[src/rtl/pipe_ctrl_pkg.sv]
// Shared definitions for the pipeline stall/flush controller: FSM state
// encoding, the per-stage control bundle and its canned settings.
package pipe_ctrl_pkg;

   // Debug-visible encoding; ctrl_state exposes these values directly.
   typedef enum logic [1:0] {
      ST_RESET    = 2'd0,
      ST_RUN      = 2'd1,
      ST_FLUSH    = 2'd2,
      ST_MEM_WAIT = 2'd3
   } ctrl_state_e;

   localparam int FLUSH_CYCLES_DEFAULT = 2;

   // One bundle for every per-stage enable/flush so each decode branch
   // assigns the whole set at once and nothing is left undriven.
   typedef struct packed {
      logic pc_write;
      logic ifid_write;
      logic ifid_flush;
      logic idex_write;
      logic idex_flush;
      logic exmem_write;
      logic memwb_write;
   } stage_ctrl_t;

   // Whole pipeline held, nothing squashed (memory not ready).
   localparam stage_ctrl_t CTRL_FREEZE = '{pc_write: 1'b0, ifid_write: 1'b0, ifid_flush: 1'b0,
                                          idex_write: 1'b0, idex_flush: 1'b0,
                                          exmem_write: 1'b0, memwb_write: 1'b0};
   // Normal advance.
   localparam stage_ctrl_t CTRL_RUN    = '{pc_write: 1'b1, ifid_write: 1'b1, ifid_flush: 1'b0,
                                          idex_write: 1'b1, idex_flush: 1'b0,
                                          exmem_write: 1'b1, memwb_write: 1'b1};
   // Load-use: hold PC and IF/ID, bubble into ID/EX, older stages drain.
   localparam stage_ctrl_t CTRL_STALL  = '{pc_write: 1'b0, ifid_write: 1'b0, ifid_flush: 1'b0,
                                          idex_write: 1'b1, idex_flush: 1'b1,
                                          exmem_write: 1'b1, memwb_write: 1'b1};
   // Branch redirect or flush episode: PC moves, front end squashed.
   localparam stage_ctrl_t CTRL_SQUASH = '{pc_write: 1'b1, ifid_write: 1'b1, ifid_flush: 1'b1,
                                          idex_write: 1'b1, idex_flush: 1'b1,
                                          exmem_write: 1'b1, memwb_write: 1'b1};
   // First cycle after reset: PC stays on the reset vector, front end cleared.
   localparam stage_ctrl_t CTRL_RESET  = '{pc_write: 1'b0, ifid_write: 1'b1, ifid_flush: 1'b1,
                                          idex_write: 1'b1, idex_flush: 1'b1,
                                          exmem_write: 1'b1, memwb_write: 1'b1};

endpackage

[src/rtl/perf_counter.sv]
// Free-running event counter: increments by one on each enabled cycle and
// wraps naturally at 2^CNT_W.
module perf_counter #(
   parameter int CNT_W = 32
) (
   input  logic             clk,
   input  logic             rst_n,
   input  logic             en_i,
   output logic [CNT_W-1:0] count_o
);

   logic [CNT_W-1:0] count_q;

   // Count enabled cycles; wrap is the natural modulo of the adder.
   // NOTE: sequential state uses <= so every flop samples pre-edge values,
   // and the async reset sits in the sensitivity list so it acts without a clock.
   always_ff @(posedge clk or negedge rst_n) begin
      if (!rst_n) begin
         count_q <= '0;
      end else if (en_i) begin
         count_q <= count_q + CNT_W'(1);
      end
   end

   assign count_o = count_q;

endmodule

[src/rtl/pipeline_stall_ctrl.sv]
// Pipeline stall/flush controller for the 5-stage RISC-V core.
// Turns load-use stall, taken-branch and data-memory-busy requests into
// per-stage write enables and flushes. Outputs are a Mealy decode of the
// registered FSM state, so a request acts in the cycle it is raised.
// Optional build macro STALL_PERF_EN adds stall/flush/memory-wait counters;
// without it the counter ports are tied to zero.
module pipeline_stall_ctrl
   import pipe_ctrl_pkg::*;
#(
   parameter int FLUSH_CYCLES = FLUSH_CYCLES_DEFAULT,
   parameter int CNT_W        = 32
) (
   input  logic             clk,
   input  logic             rst_n,
   input  logic             stall,
   input  logic             branch_taken,
   input  logic             mem_busy,
   output logic             pc_write,
   output logic             ifid_write,
   output logic             ifid_flush,
   output logic             idex_write,
   output logic             idex_flush,
   output logic             exmem_write,
   output logic             memwb_write,
   output logic [1:0]       ctrl_state,
   output logic [CNT_W-1:0] stall_cnt,
   output logic [CNT_W-1:0] flush_cnt,
   output logic [CNT_W-1:0] memwait_cnt
);

   // flush_left only ever holds FLUSH_CYCLES-1 down to 0.
   localparam int              FL_W      = (FLUSH_CYCLES > 1) ? $clog2(FLUSH_CYCLES) : 1;
   localparam logic [FL_W-1:0] FL_RELOAD = FL_W'(FLUSH_CYCLES - 1);

   ctrl_state_e     state_q, state_d;
   logic [FL_W-1:0] flush_left_q, flush_left_d;
   stage_ctrl_t     ctrl;

   // Decode stage controls and next state from current state and requests.
   // NOTE: every variable gets a default at the top so no path can infer a latch.
   always_comb begin
      ctrl         = CTRL_FREEZE;
      state_d      = state_q;
      flush_left_d = flush_left_q;
      unique case (state_q)
         ST_RESET: begin
            ctrl    = CTRL_RESET;
            state_d = ST_RUN;
         end
         // MEM_WAIT on release decodes exactly like RUN; while busy the held
         // stages will re-present stall/branch, so both are ignored here.
         ST_RUN, ST_MEM_WAIT: begin
            if (mem_busy) begin
               ctrl    = CTRL_FREEZE;
               state_d = ST_MEM_WAIT;
            end else if (branch_taken) begin
               // Younger instruction is squashed, so a coincident stall is moot.
               ctrl = CTRL_SQUASH;
               if (FLUSH_CYCLES == 1) begin
                  state_d = ST_RUN;
               end else begin
                  flush_left_d = FL_RELOAD;
                  state_d      = ST_FLUSH;
               end
            end else begin
               ctrl    = stall ? CTRL_STALL : CTRL_RUN;
               // A memory wait that interrupted a flush resumes it afterwards;
               // in RUN flush_left is always zero.
               state_d = (flush_left_q != '0) ? ST_FLUSH : ST_RUN;
            end
         end
         ST_FLUSH: begin
            if (mem_busy) begin
               ctrl    = CTRL_FREEZE;
               state_d = ST_MEM_WAIT;
            end else if (branch_taken) begin
               ctrl         = CTRL_SQUASH;
               flush_left_d = FL_RELOAD;
               state_d      = ST_FLUSH;
            end else begin
               ctrl         = CTRL_SQUASH;
               flush_left_d = flush_left_q - FL_W'(1);
               state_d      = (flush_left_q == FL_W'(1)) ? ST_RUN : ST_FLUSH;
            end
         end
      endcase
   end

   // FSM state and remaining flush count; reset abandons any episode.
   always_ff @(posedge clk or negedge rst_n) begin
      if (!rst_n) begin
         state_q      <= ST_RESET;
         flush_left_q <= '0;
      end else begin
         state_q      <= state_d;
         flush_left_q <= flush_left_d;
      end
   end

   assign pc_write    = ctrl.pc_write;
   assign ifid_write  = ctrl.ifid_write;
   assign ifid_flush  = ctrl.ifid_flush;
   assign idex_write  = ctrl.idex_write;
   assign idex_flush  = ctrl.idex_flush;
   assign exmem_write = ctrl.exmem_write;
   assign memwb_write = ctrl.memwb_write;
   assign ctrl_state  = state_q;

`ifdef STALL_PERF_EN
   logic stall_inc, flush_inc, memwait_inc;

   // Effective stall: stall decode actually applied while running.
   assign stall_inc   = (state_q == ST_RUN) && !mem_busy && !branch_taken && stall;
   assign flush_inc   = ctrl.idex_flush && (state_q != ST_RESET);
   // Frozen cycles: the one entering MEM_WAIT plus each one spent waiting.
   assign memwait_inc = mem_busy && (state_q != ST_RESET);

   perf_counter #(.CNT_W(CNT_W)) u_stall_cnt (
      .clk    (clk),
      .rst_n  (rst_n),
      .en_i   (stall_inc),
      .count_o(stall_cnt)
   );

   perf_counter #(.CNT_W(CNT_W)) u_flush_cnt (
      .clk    (clk),
      .rst_n  (rst_n),
      .en_i   (flush_inc),
      .count_o(flush_cnt)
   );

   perf_counter #(.CNT_W(CNT_W)) u_memwait_cnt (
      .clk    (clk),
      .rst_n  (rst_n),
      .en_i   (memwait_inc),
      .count_o(memwait_cnt)
   );
`else
   assign stall_cnt   = {CNT_W{1'b0}};
   assign flush_cnt   = {CNT_W{1'b0}};
   assign memwait_cnt = {CNT_W{1'b0}};
`endif

endmodule

[config.mk]
export PLATFORM = sky130hd
export DESIGN_NAME = pipeline_stall_ctrl
export DESIGN_NICKNAME = d
export VERILOG_FILES = /design/src/rtl/pipe_ctrl_pkg.sv /design/src/rtl/perf_counter.sv /design/src/rtl/pipeline_stall_ctrl.sv
export SDC_FILE = /design/constraint.sdc
export NUM_CORES = 1
export LEC_CHECK = 0
export ABC_AREA = 1
export BUFFER_PORTS_ARGS = -buffer_cell sky130_fd_sc_hd__buf_2
export CAP_MARGIN = 15
export CELL_PAD_IN_SITES_DETAIL_PLACEMENT = 0
export CELL_PAD_IN_SITES_GLOBAL_PLACEMENT = 2
export CORE_ASPECT_RATIO = 1.2
export CORE_MARGIN = 10
export CORE_UTILIZATION = 15
export DETAILED_ROUTE_END_ITERATION = 7
export HOLD_SLACK_MARGIN = 0.06
export PLACE_DENSITY = 0.81
export SLEW_MARGIN = 20
export SYNTH_ARGS = -nofsm -noshare
export SYNTH_HDL_FRONTEND = slang
export SYNTH_SLANG_ARGS = --single-unit
[constraint.sdc]
create_clock -name clk -period 1.17 [get_ports clk]
set_input_delay 0 -clock clk [delete_from_list [all_inputs] [get_ports clk]]
set_output_delay 0 -clock clk [all_outputs]
set_load 0.1 [all_outputs]
==> flow_summary_export.csv <==
group,metric,value,unit
outcome,run_status,"finished, violations left",
outcome,failed_checks,"negative setup slack",
clock_tree,maximum_buffer_depth_of_the_clock_tree,2,
setup_path,crit_path_max_delay_family,"flip-flops",
power,design_power_total,0.00276,W
setup_path,path_buf_inv,3,
power,irDropWorstVdd,563,uV
sta,finalHoldWorstSlack,0.143,ns
setup_path,startpoint_type_of_the_worst_setup_path,"flop",
detailed_routing,dr_total_vias,547,
finish,final_cell_mix,"conb_1 (96), buf_12 (9), nand2_1 (7), buf_4 (5), buf_2 (4)",
finish,storage_cell_area,82.6,um^2
finish,syn_to_final_growth,12.7,%
sta,finalSetupTns,-0.561,ns
sta,fin_worst_skew,0.000151,ns
sta,grt_setup_unrepaired,"yes",
setup_path,path_cells,"inv_6 -> nand2_4 -> nand2_8 -> inv_8 -> a21oi_4 -> buf_12",
die,dieHeight,107,um
finish,layout.cells.most_common,"conb_1",
global_route,globalRouteOverflowTotal,0,
die,floorplan.initialDensity,0.155,
setup_path,crit_slowest_cell,"dfrtp_4",
power,power.density,2590,nW/um^2
setup_path,regToRegStartpoint,"ctrl_state[0]$_DFF_PN0_",
synth,yosysTopAreaCellShare,0.779,
die,dieArea,9890,um^2
setup_path,criticalPathCategory,"reg2out",
clock_tree,clk-insertion-delay-late,0.22,ns
synth,yosys_register_bits,3,
detailed_routing,detail_route.wl_per_cell,9.01,um
die,coreArea,6090,um^2
synth,synth.distinct_cells,14,
detailed_routing,detail_route.vias_per_cell,2.34,
global_route,grt_first_pass_wirelength,2.95,mm
clock_tree,cts.clk_slew.worst_paths,0.03,ns
sta,timing_max_transition_violations_final,0,
setup_path,worstRegToRegCells,5,
sta,finalHoldViolCount,0,
clock_tree,clock_tree.root_cell,"clkbuf_8",
synth,synth_area_leaders,"buf_4 (78%), dfrtp_1 (7.9%), nand2_1 (3.2%), nor2_1 (2.0%), nand3_1 (1.6%)",
detailed_routing,drtPass1Iterations,1,
setup_path,reg2reg_capture_point,"ctrl_state[0]$_DFF_PN0_",
synth,netlist.top_cell.by_area,"buf_4",
place,placedInstanceArea,953,um^2
synth,post_synth_instance_area,945,um^2
synth,synthesis.instances,131,
finish,multi_input_comb_area,538,um^2
detailed_routing,routed_wirelength,2.11,mm
clock_tree,clock_sink_count,3,
synth,seq_area_frac_synth,0.0795,
detailed_routing,drc_errors,0,
setup_path,worst_setup_path_end_kind,"primary output",
synth,synth.yosys.warnings,0,
clock_tree,tritoncts.num_buffers,3,
sta,layout_min_cycle_time,1.30,ns
place,port_buffers,13,
detailed_routing,drt_iter0_drc,0,
finish,nFillCells,707,
die,die_w,92.4,um
setup_path,largest_stage_delay_on_the_critical_path,0.49,ns
sta,worst_slack,-0.128,ns
setup_path,critical_path_arrival,1.30,ns
sta,achievable-frequency,770,MHz
place,dp_hpwl,1.91,mm
finish,nNetsFinal,158,
min_path,timing.hold.worst.class,"in2async",
global_route,number_of_global_route_vias_before_repair,642,
global_route,grt_resource_usage_total,0.0366,
setup_path,critPathRequiredTime,1.17,ns
sta,setup_viol,7,
setup_path,r2r_slack,0.08,ns
finish,antennaDiodeCount,0,
finish,final_layout_size_suffix_gt1_frac,0.237,
place,gpl.final_weighted_congestion,0.697,
global_route,maximum_number_of_pins_on_one_net_before_global_route_repair,6,
global_route,number_of_antenna_violations_at_the_first_check_in_global_routing,0,
clock_tree,cts_tree,"yes",
clock_tree,clock_tree.htree_level_count,1,
sta,final.period_utilization,1.11,
setup_path,path_max_fanout,4,
synth,avg_synthesized_cell_area,7.21,um^2
die,row_count,31,
power,p_leak,0.604,nW
finish,fin_area,1060,um^2
finish,finish.utilization,0.175,
die,i_o_pin_cnt,110,
flow_run,drv_cap,0,
detailed_routing,ant_nets,0,
==> power by group <==
part           switching (W)  internal, W
Sequential         0.0000325     0.000150
Combinational        0.00194     0.000335
Clock              0.0000679     0.000232
Total                0.00204     0.000718
==> cells by family (layout without fill, tap and decap cells) <==
kind of cell | Yosys count | after routing | synth area share
other | 1 | 96 | 0.00397
flip-flops | 3 | 3 | 0.0795
buffers and inverters | 104 | 30 | 0.803
AND/OR/NAND/NOR | 19 | 19 | 0.0861
AO/OA/AOI/OAI | 4 | 4 | 0.0278
==> what timing repair did <==
item	CTS	global route
hold endpoints to repair	3	0
endpoints found under the setup margin	7	8
hold buffers	1	0
resized for setup	3	6
buffers inserted	3	1
pin swaps	3	2
==> synthesized netlist by cell type <==
cell type and count:
nor3_1 1, nand2_2 2, buf_4 98, o211ai_1 1
inv_2 2, nand3_1 3, inv_1 4, nor2_1 5
dfrtp_1 3, nand2_1 8, a21oi_2 1, o21ai_0 1
a21oi_1 1, conb_1 1
==> layer usage <==
metal	wire length (um)	track usage
met5	0	0
met4	27	0.0199
met3	337	0.0293
met2	1020	0.0606
met1	724	0.0306
==> registers in the layout, summed over array words and instances (netlist names) <==
register and cells:
flush_left_q 1, ctrl_state 2
==> worst max path at each step <==
stage                            start  cells past startpoint    endpoint
3_3_place_gp   ctrl_state[0]$_DFF_PN0_                      4    pc_write
6_report       ctrl_state[0]$_DFF_PN0_                      6  ifid_write
3_5_place_dp   ctrl_state[0]$_DFF_PN0_                      4  ifid_write
2_1_floorplan  ctrl_state[0]$_DFF_PN0_                      5  ifid_write
5_1_grt        ctrl_state[0]$_DFF_PN0_                      6  ifid_write
4_1_cts        ctrl_state[0]$_DFF_PN0_                      6  ifid_write
==> final cells by class <==
cell class | count | share of cell area
multi-input combinational | 119 | 0.505
inverter | 6 | 0.0353
tap | 82 | 0.0964
timing repair buffer | 20 | 0.243
clock buffer | 4 | 0.0423
sequential | 3 | 0.0776
==> per-stage QoR <==
stage / setup WS [ns] / instances
floorplan: -0.444 / 226
global placement: 0.00479 / 225
detailed placement: -0.0221 / 225
CTS: -0.124 / 233
global route: -0.162 / 234
finish: -0.128 / 234
(Power assumes the default switching activity.)
